<file path="src/rtl/alu_pkg.sv">
// Shared ALU definitions: serial adder FSM states and default operand geometry.
package alu_pkg;

    localparam int DEFAULT_WIDTH = 8;
    localparam int DEFAULT_CHUNK = 1;

    typedef enum logic [1:0] {
        IDLE,
        RUN,
        DONE
    } serial_adder_state_t;

endpackage

</file>
<file path="src/rtl/half_adder.sv">
// Single-bit half adder; the building block of the ripple stages.
module half_adder (
    input  logic x,
    input  logic y,
    output logic s,
    output logic c
);

    assign s = x ^ y;
    assign c = x & y;

endmodule

</file>
<file path="src/rtl/ripple_chunk.sv">
// CHUNK-bit ripple-carry stage made of full adders built from two half adders.
// Also exposes the carry into the chunk MSB so the caller can derive overflow.
module ripple_chunk #(
    parameter int CHUNK = 1
) (
    input  logic [CHUNK-1:0] a_chunk,
    input  logic [CHUNK-1:0] b_chunk,
    input  logic             carry,
    output logic [CHUNK-1:0] sum_chunk,
    output logic             carry_next,
    output logic             carry_top
);

    logic [CHUNK:0] c;

    assign c[0] = carry;

    for (genvar i = 0; i < CHUNK; i++) begin : g_bit
        logic s1;
        logic c1;
        logic c2;

        half_adder u_ha0 (.x(a_chunk[i]), .y(b_chunk[i]), .s(s1),           .c(c1));
        half_adder u_ha1 (.x(s1),         .y(c[i]),       .s(sum_chunk[i]), .c(c2));

        assign c[i+1] = c1 | c2;
    end

    assign carry_next = c[CHUNK];
    assign carry_top  = c[CHUNK-1];

endmodule

</file>
<file path="src/rtl/serial_adder.sv">
// Multi-cycle adder: CHUNK bits per clock through one ripple stage, start/done handshake.
// Define SERIAL_ADDER_SUB_EN to add the sub port and subtract mode.
module serial_adder
    import alu_pkg::*;
#(
    parameter int WIDTH = DEFAULT_WIDTH,
    parameter int CHUNK = DEFAULT_CHUNK
) (
    input  logic             clk,
    input  logic             rst,
    input  logic             start,
    input  logic [WIDTH-1:0] a,
    input  logic [WIDTH-1:0] b,
    input  logic             cin,
`ifdef SERIAL_ADDER_SUB_EN
    input  logic             sub,
`endif
    output logic             busy,
    output logic             done,
    output logic [WIDTH-1:0] sum,
    output logic             cout,
    output logic             ovf
);

    localparam int K     = WIDTH / CHUNK;
    localparam int CNT_W = (K > 1) ? $clog2(K) : 1;

    if (WIDTH % CHUNK != 0) begin : g_bad_chunk
        $error("serial_adder: CHUNK must divide WIDTH");
    end

    serial_adder_state_t state, state_next;

    logic [CNT_W-1:0] cnt;
    logic [WIDTH-1:0] a_sh;
    logic [WIDTH-1:0] b_sh;
    logic [WIDTH-1:0] sum_sr;
    logic [WIDTH-1:0] sum_sr_next;
    logic             carry_q;
    logic [WIDTH-1:0] b_eff;
    logic             cin_eff;
    logic [CHUNK-1:0] sum_chunk;
    logic             carry_next;
    logic             carry_top;
    logic             last;

`ifdef SERIAL_ADDER_SUB_EN
    // Subtraction is a + ~b + ~cin, so cout=1 means no borrow.
    assign b_eff   = sub ? ~b : b;
    assign cin_eff = cin ^ sub;
`else
    assign b_eff   = b;
    assign cin_eff = cin;
`endif

    ripple_chunk #(.CHUNK(CHUNK)) u_chunk (
        .a_chunk   (a_sh[CHUNK-1:0]),
        .b_chunk   (b_sh[CHUNK-1:0]),
        .carry     (carry_q),
        .sum_chunk (sum_chunk),
        .carry_next(carry_next),
        .carry_top (carry_top)
    );

    assign last        = (cnt == CNT_W'(K - 1));
    assign sum_sr_next = (sum_sr >> CHUNK) | (WIDTH'(sum_chunk) << (WIDTH - CHUNK));

    always_ff @(posedge clk) begin
        if (rst) state <= IDLE;
        else     state <= state_next;
    end

    always_comb begin
        // NOTE: every output of this block gets a default first so no latch is inferred.
        state_next = state;
        busy       = 1'b0;
        done       = 1'b0;
        case (state)
            IDLE: if (start) state_next = RUN;
            RUN: begin
                busy = 1'b1;
                if (last) state_next = DONE;
            end
            DONE: begin
                done       = 1'b1;
                state_next = IDLE;
            end
            default: state_next = IDLE;
        endcase
    end

    always_ff @(posedge clk) begin
        // NOTE: the whole datapath shares the reset, so an aborted run leaves no stale carry or partial sum.
        if (rst) begin
            cnt     <= '0;
            a_sh    <= '0;
            b_sh    <= '0;
            sum_sr  <= '0;
            carry_q <= 1'b0;
            sum     <= '0;
            cout    <= 1'b0;
            ovf     <= 1'b0;
        end else begin
            case (state)
                IDLE: if (start) begin
                    a_sh    <= a;
                    b_sh    <= b_eff;
                    carry_q <= cin_eff;
                    cnt     <= '0;
                    sum_sr  <= '0;
                end
                RUN: begin
                    a_sh    <= a_sh >> CHUNK;
                    b_sh    <= b_sh >> CHUNK;
                    carry_q <= carry_next;
                    sum_sr  <= sum_sr_next;
                    cnt     <= cnt + 1'b1;
                    // Signed overflow: carry into the MSB differs from carry out of it.
                    if (last) begin
                        sum  <= sum_sr_next;
                        cout <= carry_next;
                        ovf  <= carry_top ^ carry_next;
                    end
                end
                default: ;
            endcase
        end
    end

endmodule

</file>
<file path="config.mk">
export PLATFORM = sky130hd
export DESIGN_NAME = serial_adder
export DESIGN_NICKNAME = d
export VERILOG_FILES = /design/src/rtl/alu_pkg.sv /design/src/rtl/half_adder.sv /design/src/rtl/ripple_chunk.sv /design/src/rtl/serial_adder.sv
export SDC_FILE = /design/constraint.sdc
export NUM_CORES = 1
export LEC_CHECK = 0
export CORE_MARGIN = 5
export CORE_UTILIZATION = 30
export CTS_CLUSTER_DIAMETER = 80
export DETAILED_ROUTE_END_ITERATION = 8
export PLACE_DENSITY = 0.55
export RECOVER_POWER = 100
export SKIP_CTS_REPAIR_TIMING = 1
export SLEW_MARGIN = 5
export SYNTH_ARGS = -nofsm -noshare
export SYNTH_HDL_FRONTEND = slang
export SYNTH_SLANG_ARGS = --single-unit
</file>
<file path="constraint.sdc">
create_clock -name clk -period 2.45 [get_ports clk]
set_input_delay 0.49 -clock clk [delete_from_list [all_inputs] [get_ports clk]]
set_output_delay 0.49 -clock clk [all_outputs]
set_load 0.03 [all_outputs]
</file>
==> results of run 1 <==
-- power by group through the flow --
| stage | sequential [µW] | combinational, µW | clock (µW) |
|---|---|---|---|
| 4_1_cts | 681 | 179 | 434 |
| 3_3_place_gp | 695 | 176 | 0 |
| 3_5_place_dp | 695 | 179 | 0 |
| 5_1_grt | 684 | 186 | 457 |
| 6_report | 681 | 168 | 414 |
| 2_1_floorplan | 691 | 133 | 0 |
-- worst register-to-register path: stages (launching register included) --
cell,delay (ns)
dfxtp_1,0.33
buf_4,0.32
o21ba_1,0.83
nor2_1,0.12
a211oi_2,0.21
-- metrics by stage --
step	hold slack, ns	power [µW]
after global placement	0.4483	871.2
final	0.4543	1263
after global routing	0.4790	1327
after detailed placement	0.4489	874.0
after floorplan	0.4316	823.8
after CTS	0.4596	1294
-- layout by cell type, fill, tap and decap left out, drive strengths merged, types with 2 or more instances in the layout --
| cell type | netlist | final |
|---|---|---|
| dfxtp | 39 | 39 |
| clkbuf | 2 | 8 |
| o221a | 3 | 3 |
| a22oi | 9 | 9 |
| buf | 11 | 4 |
| ha | 2 | 2 |
| a211oi | 14 | 14 |
| a21oi | 17 | 17 |
| o21ai | 2 | 2 |
| inv | 5 | 5 |
| dlygate4sd3 | 0 | 12 |
| nor2 | 31 | 31 |
| nand3b | 3 | 3 |
| clkdlybuf4s50 | 0 | 18 |
| nand2 | 18 | 18 |
| mux2i | 13 | 13 |
-- sequential cells by signal, summed over array words and instances (netlist names) --
signal	cells
a_sh	8
b_sh	8
sum	8
sum_sr	7
cnt	3
state	2
carry_q	1
cout	1
ovf	1
-- synthesized netlist by cell type --
cell      count
inv_2         1
nand2b_2      1
nand3b_1      2
buf_6         6
buf_2         3
buf_4         2
fa_1          1
nor3_1        1
xnor2_1       1
clkbuf_1      2
dfxtp_1      39
o21bai_4      1
o21ba_4       1
nand3b_2      1
a211oi_2     14
nand2_1      18
and2b_4       1
ha_1          2
nor2b_1       1
mux2i_1      13
and3b_1       1
a21oi_1      17
nor2_1       31
a22oi_1       9
o21ai_0       2
o221a_2       3
inv_1         4
-- final cells by class --
type / instances / area [µm²] / area share [%]
multi-input cells: 121 / 800.8 / 37.80
inverters: 5 / 18.77 / 0.8860
clock buffers: 7 / 76.32 / 3.603
flip-flops and latches: 39 / 780.7 / 36.86
clock inverters: 1 / 5.005 / 0.2363
repair buffers: 35 / 346.6 / 16.36
well taps: 72 / 90.09 / 4.253
-- cells by family after synthesis --
family	Yosys count	synth area share [%]
and+or+nand+nor	57	14.27
AOI/OAI and AO/OA	47	23.31
DFF	39	44.76
buffers and inverters	18	7.101
muxes	13	7.460
adders and majority gates	3	2.582
xor gates and xnor gates	1	0.5022
-- final timing paths --
kind | from | cells after the start | endpoint
max reg2reg | state[0]$_SDFFE_PP0P_ | 4 | b_sh[0]$_SDFFE_PP0P_
min reg2reg | sum[7]$_SDFFE_PP0P_ | 2 | sum[7]$_SDFFE_PP0P_
min | sum[7]$_SDFFE_PP0P_ | 2 | sum[7]$_SDFFE_PP0P_
max | state[1]$_SDFFE_PP0P_ | 2 | done
-- metal layers --
metal,part of all wire (%),global-route usage (%),up-vias
li1,-,-,678
met1,50,13.45,629
met2,45,16.54,21
met3,2.4,1.996,8
met4,2.5,5.949,0
met5,0,0,-
==> run summary, run 1 <==
### STA
- **worst relative slew slack** 37.11%
- **final number of hold-violating endpoints** 0
- **clk_skew** 0.001943 ns
- **post-route worst setup slack** 0.4174 ns
- **highest achievable clock rate** 492.0 MHz
- **count of final setup violators** 0
- **fraction of the cycle the final worst path needs** 82.96%
- **max-slew violation total from the final report** 0
- **slew at the pin closest to its max-slew limit** 0.9434 ns
- **setup tns final** 0 ns
- **time the final worst path needs with I/O delays and setup** 2.033 ns
- **unrepaired setup endpoints after global routing** false

### Logic synthesis
- **netlist area before placement** 1744 µm²
- **Mapped Cells** 178
- **largest cells by area after synthesis** dfxtp_1, a211oi_2, mux2i_1
- **share of the synthesized area in the top cell type** 44.76%
- **average size of a mapped cell** 9.799 µm²
- **sequential share of the synthesized area** 44.76%
- **synthesized flop and latch total** 39
- **top cell type by total area after synthesis** dfxtp_1
- **Post-Syn Nets** 201
- **Synth warnings** 0
- **synth unique cells** 27

### Floorplan
- **Die Footprint** 7439 µm²
- **area inside the core boundary** 5574 µm²
- **starting utilization of the core area** 31.29%
- **horizontal die dimension** 86.25 µm
- **number of top-level pins** 32
- **Chip Height** 86.25 µm
- **standard-cell row count** 27

### Layout
- **number of antenna diodes** 0
- **utilization of the core after routing** 38.00%
- **Post-Layout Inst Area** 2118 µm²
- **number of nets in the finished design** 230
- **Non-Filler Instances** 280
- **area grow syn2layout** 21.45%
- **fillcell total** 595
- **share of final-layout standard cells stronger than drive strength 1** 12.50%

### Pwr
- **switching part of the total power** 25.16%
- **Internal Dissipation** 945.6 µW
- **switching power total** 317.8 µW
- **register share of total power** 53.9%
- **power density over cell area** 596.4 nW/µm²
- **leak pwr** 0.0008140 µW
- **peak supply drop** 0.0001909 V
- **part of the total power dissipated in combinational logic** 13.3%
- **Clock Power Share** 32.8%

### Flow run
- **count of maximum capacitance violations** 0

### Critical path
- **internal reg-to-reg setup slack** 0.57 ns
- **largest fanout on the critical path** 2
- **chain of cells forming the critical path** nor2b_1 -> dlygate4sd3_1
- **crit end category** output port
- **Worst setup SP type** flip-flop
- **slowest cell on the critical path** dlygate4sd3_1
- **top cell family by delay on the critical path** buffers and inverters
- **Worst Path Buf+Inv** 1
- **kind of critical path** flip-flop to output port
- **arrival time of the worst setup path** 1.54 ns
- **highest cell delay on the worst timing path** 0.76 ns
- **required time of the worst setup path** 1.96 ns

### Clock network
- **Clock Tree Root** clkbuf_8
- **number of CTS-inserted buffers** 5
- **TritonCTS clock tree** built
- **Clock Path Buffers** 2
- **H-tree lvl count** 2
- **clock transition at the registers of the reported paths** 0.07 ns
- **clock net sink count** 39
- **source-to-sink clock delay at the later pin of the worst-skew pair** 0.29 ns

### Placement
- **last weighted congestion value of the routability-driven placer** 0.6887
- **Post-Place Worst Slack** 0.5699 ns
- **half-perimeter wire length of the detailed placement result** 2514 µm
- **placed cell area** 2079 µm²
- **number of port buffers** 31
- **DP Cell Count** 272

### Drt
- **DRC errors left** 0
- **via count of the routed design** 1336
- **DRT Wirelength** 3713 µm
- **First DRT Iteration DRCs** 104
- **number of iterations in the first detailed-routing pass** 4
- **residual antenna-violating net count after detailed routing** 0
- **WL per Instance** 13.26 µm
- **detail-routed via count per cell** 4.771

### Global routing
- **via count of the first global-routing pass** 1315
- **pin count of the biggest net entering global routing** 40
- **number of antenna violations at the first check in global routing** 0
- **aggregate global routing overflow** 0
- **global-route wire length before repair** 6147 µm
- **global routing usage summed across all routing layers** 10.50%

### Hold path
- **worst hold path type** flip-flop to flip-flop

### Status
- **status** complete, no violations

No activity file was read; power rests on OpenSTA's default activity.
==> run 2: changes to the inputs <==
==> constraint.sdc (replaced) <==
create_clock -name clk -period 2 [get_ports clk]
set_input_delay 0.4 -clock clk [delete_from_list [all_inputs] [get_ports clk]]
set_output_delay 0.4 -clock clk [all_outputs]
set_load 0.03 [all_outputs]
==> run summary, run 2 (synthesis results as in run 1) <==
### Status
- **status** complete, no violations

### Clock network
- **Clock Path Buffers** 2, unchanged
- **Clock Tree Root** clkbuf_8
- **clock net sink count** 39, unchanged
- **TritonCTS clock tree** built
- **number of CTS-inserted buffers** 5, unchanged
- **clock transition at the registers of the reported paths** 0.08 ns, about the same
- **source-to-sink clock delay at the later pin of the worst-skew pair** 0.29 ns, about the same
- **H-tree lvl count** 2, unchanged

### Placement
- **number of port buffers** 31, unchanged
- **half-perimeter wire length of the detailed placement result** 2507 µm, -0.26%
- **last weighted congestion value of the routability-driven placer** 0.6959, +1.0%
- **Post-Place Worst Slack** 0.2201 ns, -0.3498 ns
- **placed cell area** 2120 µm², +1.9%

### Global routing
- **global-route wire length before repair** 6285 µm, +2.2%
- **number of antenna violations at the first check in global routing** 0, unchanged
- **global routing usage summed across all routing layers** 10.64%, +0.14 points
- **pin count of the biggest net entering global routing** 24, -40%
- **aggregate global routing overflow** 0, unchanged
- **via count of the first global-routing pass** 1337, +1.7%

### STA
- **count of final setup violators** 0, unchanged
- **fraction of the cycle the final worst path needs** 93.95%
- **max-slew violation total from the final report** 0, unchanged
- **final number of hold-violating endpoints** 0, unchanged
- **unrepaired setup endpoints after global routing** false
- **post-route worst setup slack** 0.1210 ns, -0.2964 ns
- **highest achievable clock rate** 532.2 MHz
- **clk_skew** 0.007077 ns, +0.005134 ns
- **time the final worst path needs with I/O delays and setup** 1.879 ns
- **worst relative slew slack** 60.05%, +23 points
- **setup tns final** 0 ns, unchanged
- **slew at the pin closest to its max-slew limit** 0.5992 ns, -0.3442 ns

### Critical path
- **Worst setup SP type** flip-flop
- **required time of the worst setup path** 1.60 ns, -0.36 ns
- **chain of cells forming the critical path** nor2b_1 -> clkdlybuf4s50_1
- **crit end category** output port
- **highest cell delay on the worst timing path** 0.69 ns, -0.07 ns
- **largest fanout on the critical path** 2, unchanged
- **slowest cell on the critical path** clkdlybuf4s50_1
- **arrival time of the worst setup path** 1.48 ns, -0.06 ns
- **kind of critical path** flip-flop to output port

### Drt
- **detail-routed via count per cell** 4.621, -3.2%
- **residual antenna-violating net count after detailed routing** 0, unchanged
- **via count of the routed design** 1303, -2.5%
- **number of iterations in the first detailed-routing pass** 4, unchanged
- **DRT Wirelength** 3615 µm, -2.6%
- **DRC errors left** 0, unchanged
- **First DRT Iteration DRCs** 69, -34%
- **WL per Instance** 12.82 µm, -3.3%

### Flow run
- **count of maximum capacitance violations** 0, unchanged

### Layout
- **number of nets in the finished design** 232, +0.87%
- **number of antenna diodes** 0, unchanged
- **biggest registers after layout** a_sh x8, b_sh x8, sum x8
- **Post-Layout Inst Area** 2190 µm², +3.4%
- **top library cells by usage in the layout, fill and taps aside** dfxtp_1, nor2_1, clkdlybuf4s50_1, nand2_1, a21oi_1
- **share of final-layout standard cells stronger than drive strength 1** 15.71%, +3.2 points
- **area grow syn2layout** 25.54%
- **most common cell after layout, fill and taps aside** dfxtp_1

### Pwr
- **power density over cell area** 749.4 nW/µm², +26%
- **Final Total Pwr** 1641 µW, +30%
- **peak supply drop** 0.0002466 V, +29%
- **leak pwr** 0.0008442 µW, +3.7%

### Floorplan
- **Die Footprint** 7439 µm², unchanged
- **horizontal die dimension** 86.25 µm, unchanged
- **number of top-level pins** 32, unchanged
- **area inside the core boundary** 5574 µm², unchanged
- **standard-cell row count** 27, unchanged
- **Chip Height** 86.25 µm, unchanged
- **starting utilization of the core area** 31.29%, unchanged

### Hold path
- **worst hold path type** flip-flop to flip-flop

-- run 2: worst paths after layout --
path | from | end | slack, ns | depth (start not counted)
worst max-delay path | state[1]$_SDFFE_PP0P_ | done | 0.12 | 2
worst max register to register | state[0]$_SDFFE_PP0P_ | ovf$_SDFFE_PP0P_ | 0.27 | 4
worst min-delay path | sum[5]$_SDFFE_PP0P_ | sum[5]$_SDFFE_PP0P_ | 0.45 | 2
worst min register to register | sum[5]$_SDFFE_PP0P_ | sum[5]$_SDFFE_PP0P_ | 0.45 | 2
-- run 2: where the power goes --
part           internal, µW  switching, µW  leakage [µW]  total, µW
combinational           109            103      0.000475        212
sequential              811           22.3      0.000319        834
clock                   314            281     0.0000505        595
total                  1230            406      0.000844       1640
-- run 2: layout make-up --
cell class	instances	area [µm²]
fill	559	3385
multi-input combinational	121	812.0
sequential	39	780.7
timing repair buffer	37	384.1
clock buffer	7	96.34
tap	72	90.09
inverter	5	18.77
clock inverter	1	7.507
-- run 2: per-layer routing --
metal | vias to the layer above | routed length [µm] | GRT usage [%]
li1 | 681 | - | -
met1 | 598 | 1736 | 13.68
met2 | 17 | 1663 | 16.47
met3 | 7 | 146 | 3.232
met4 | 0 | 70 | 4.674
met5 | - | 0 | 0
-- run 2: stage by stage --
step | utilization, % | instances | hold slack (ns)
after global placement | 38.02 | 274 | 0.4450
final | 39.28 | 282 | 0.4512
after detailed placement | 38.02 | 274 | 0.4472
after CTS | 39.89 | 282 | 0.4585
after floorplan | - | 178 | 0.4316
after global routing | 39.28 | 282 | 0.4687
-- run 2: worst max-delay path, delay by kind of cell (launching register included) --
family | cells | cell delay, ns
buffers and inverters | 1 | 0.69
flip-flops | 1 | 0.33
AND/OR/NAND/NOR | 1 | 0.16
==> run 3: changes to the inputs <==
--- a/config.mk
+++ b/config.mk
@@ -5,7 +5,6 @@
 export SDC_FILE = /design/constraint.sdc
 export NUM_CORES = 1
 export LEC_CHECK = 0
-export CORE_MARGIN = 5
 export CORE_UTILIZATION = 30
 export CTS_CLUSTER_DIAMETER = 80
 export DETAILED_ROUTE_END_ITERATION = 8
==> run summary, run 3 (synthesis results as in run 1) <==
### Pwr
- **leak pwr** 0.0008200 µW, -2.9%
- **power density over cell area** 728.2 nW/µm², -2.8%
- **peak supply drop** 0.0002295 V, -6.9%

### Drt
- **residual antenna-violating net count after detailed routing** 0, unchanged
- **First DRT Iteration DRCs** 51, -26%
- **DRC errors left** 0, unchanged
- **DRT Wirelength** 3539 µm, -2.1%
- **WL per Instance** 12.59 µm, -1.8%
- **number of iterations in the first detailed-routing pass** 4, unchanged
- **detail-routed via count per cell** 4.633, +0.28%
- **via count of the routed design** 1302, -0.077%

### Hold path
- **worst hold path type** flip-flop to flip-flop
- **Worst Hold End** sum[5]$_SDFFE_PP0P_
- **origin of the worst min-delay path** sum[5]$_SDFFE_PP0P_
- **Min-Delay Path Depth** 2, unchanged

### Critical path
- **reg-to-reg critical path endpoint** b_sh[6]$_SDFFE_PP0P_
- **largest fanout on the critical path** 2, unchanged
- **crit end category** output port
- **internal reg-to-reg setup slack** 0.28 ns, about the same
- **Worst setup SP type** flip-flop
- **required time of the worst setup path** 1.60 ns, about the same
- **arrival time of the worst setup path** 1.48 ns, about the same
- **kind of critical path** flip-flop to output port
- **critical register-to-register path startpoint** state[0]$_SDFFE_PP0P_
- **depth of the worst register-to-register path** 5, +1

### Global routing
- **fraction of met2 tracks used by global routing** 18.86%, +2.4 points
- **met3 usage** 3.023%, -0.21 points
- **global routing usage summed across all routing layers** 12.24%, +1.6 points
- **Global Route met1 Usage** 16.26%, +2.6 points
- **busiest grt layer** met2
- **number of antenna violations at the first check in global routing** 0, unchanged
- **pin count of the biggest net entering global routing** 40, +67%
- **via count of the first global-routing pass** 1210, -9.5%
- **aggregate global routing overflow** 0, unchanged
- **global-route wire length before repair** 5830 µm, -7.2%

### Layout
- **most common cell after layout, fill and taps aside** dfxtp_1
- **area grow syn2layout** 21.81%
- **share of final-layout standard cells stronger than drive strength 1** 13.40%, -2.3 points
- **biggest registers after layout** a_sh x8, b_sh x8, sum x8
- **top library cells by usage in the layout, fill and taps aside** dfxtp_1, nor2_1, nand2_1, clkdlybuf4s50_1, a21oi_1
- **fillcell total** 563, +0.72%
- **number of antenna diodes** 0, unchanged
- **number of nets in the finished design** 231, -0.43%

### STA
- **highest achievable clock rate** 533.0 MHz, +0.15%
- **time the final worst path needs with I/O delays and setup** 1.876 ns, -0.002876 ns
- **slew at the pin closest to its max-slew limit** 0.5401 ns, -0.05910 ns
- **final hold slack** 0.4523 ns, +0.001132 ns
- **max-slew violation total from the final report** 0, unchanged
- **count of final setup violators** 0, unchanged
- **setup tns final** 0 ns, unchanged
- **fraction of the cycle the final worst path needs** 93.81%, -0.14 points
- **unrepaired setup endpoints after global routing** false
- **clk_skew** 0.009439 ns, +0.002362 ns
- **worst relative slew slack** 63.99%, +3.9 points
- **final number of hold-violating endpoints** 0, unchanged

### Clock network
- **clock transition at the registers of the reported paths** 0.07 ns, about the same
- **Clock Tree Root** clkbuf_8
- **TritonCTS clock tree** built
- **Clock Path Buffers** 2, unchanged
- **number of CTS-inserted buffers** 5, unchanged
- **H-tree lvl count** 2, unchanged
- **source-to-sink clock delay at the later pin of the worst-skew pair** 0.29 ns, about the same
- **clock net sink count** 39, unchanged

### Floorplan
- **Chip Height** 78.25 µm, -9.3%
- **Die Footprint** 6123 µm², -18%
- **number of top-level pins** 32, unchanged
- **horizontal die dimension** 78.25 µm, -9.3%
- **starting utilization of the core area** 31.48%, +0.19 points
- **standard-cell row count** 27, unchanged
- **area inside the core boundary** 5540 µm², -0.61%

### Flow run
- **count of maximum capacitance violations** 0, unchanged

### Placement
- **half-perimeter wire length of the detailed placement result** 2377 µm, -5.2%
- **number of port buffers** 31, unchanged
- **last weighted congestion value of the routability-driven placer** 0.7152, +2.8%

### Status
- **status** complete, no violations

## run 3: report_power, final
part	switching [µW]	leakage (µW)	internal (µW)	total, µW
combinational	105	0.000459	102	207
sequential	21.7	0.000319	812	833
clock	262	0.0000422	245	507
## run 3: area by class of cell
class | count | area, µm² | share of cell area (%)
inverters | 5 | 18.77 | 0.8834
multi-input cells | 121 | 799.5 | 37.63
well taps | 72 | 90.09 | 4.240
clock inverters | 1 | 5.005 | 0.2356
flip-flops and latches | 39 | 780.7 | 36.75
clock buffers | 7 | 76.32 | 3.592
repair buffers | 36 | 354.1 | 16.67
## run 3: worst max-delay path by stage
stage,start,end,slack [ns],cells past startpoint
final,state[1]$_SDFFE_PP0P_,done,0.12,2
after global routing,state[1]$_SDFFE_PP0P_,done,0.06,2
after CTS,state[1]$_SDFFE_PP0P_,busy,0.14,4
after detailed placement,start,b_sh[3]$_SDFFE_PP0P_,0.32,4
after global placement,start,b_sh[4]$_SDFFE_PP0P_,0.37,4
after floorplan,state[1]$_SDFFE_PP0P_,done,0.57,2
## run 3: layer usage
metal / up-vias / part of all wire [%]
met2: 27 / 44
met4: 0 / 1.2
met1: 595 / 51
li1: 676 / -
met3: 4 / 4.0
met5: - / 0
## run 3: through the flow
step | util (%) | instance area, µm² | std cells | power (µW) | setup slack (ns)
2_1_floorplan | - | 1744 | 178 | 1009 | 0.5699
3_3_place_gp | 37.67 | 2087 | 273 | 1069 | 0.3731
3_5_place_dp | 37.67 | 2087 | 273 | 1072 | 0.3195
4_1_cts | 39.14 | 2168 | 281 | 1575 | 0.1390
5_1_grt | 38.35 | 2125 | 281 | 1623 | 0.06482
6_report | 38.35 | 2125 | 281 | 1547 | 0.1239
## run 3: worst max-delay path: stages, from the launching register on
cell           delay, ns
dfxtp_1             0.32
nor2b_1             0.12
dlygate4sd3_1       0.75
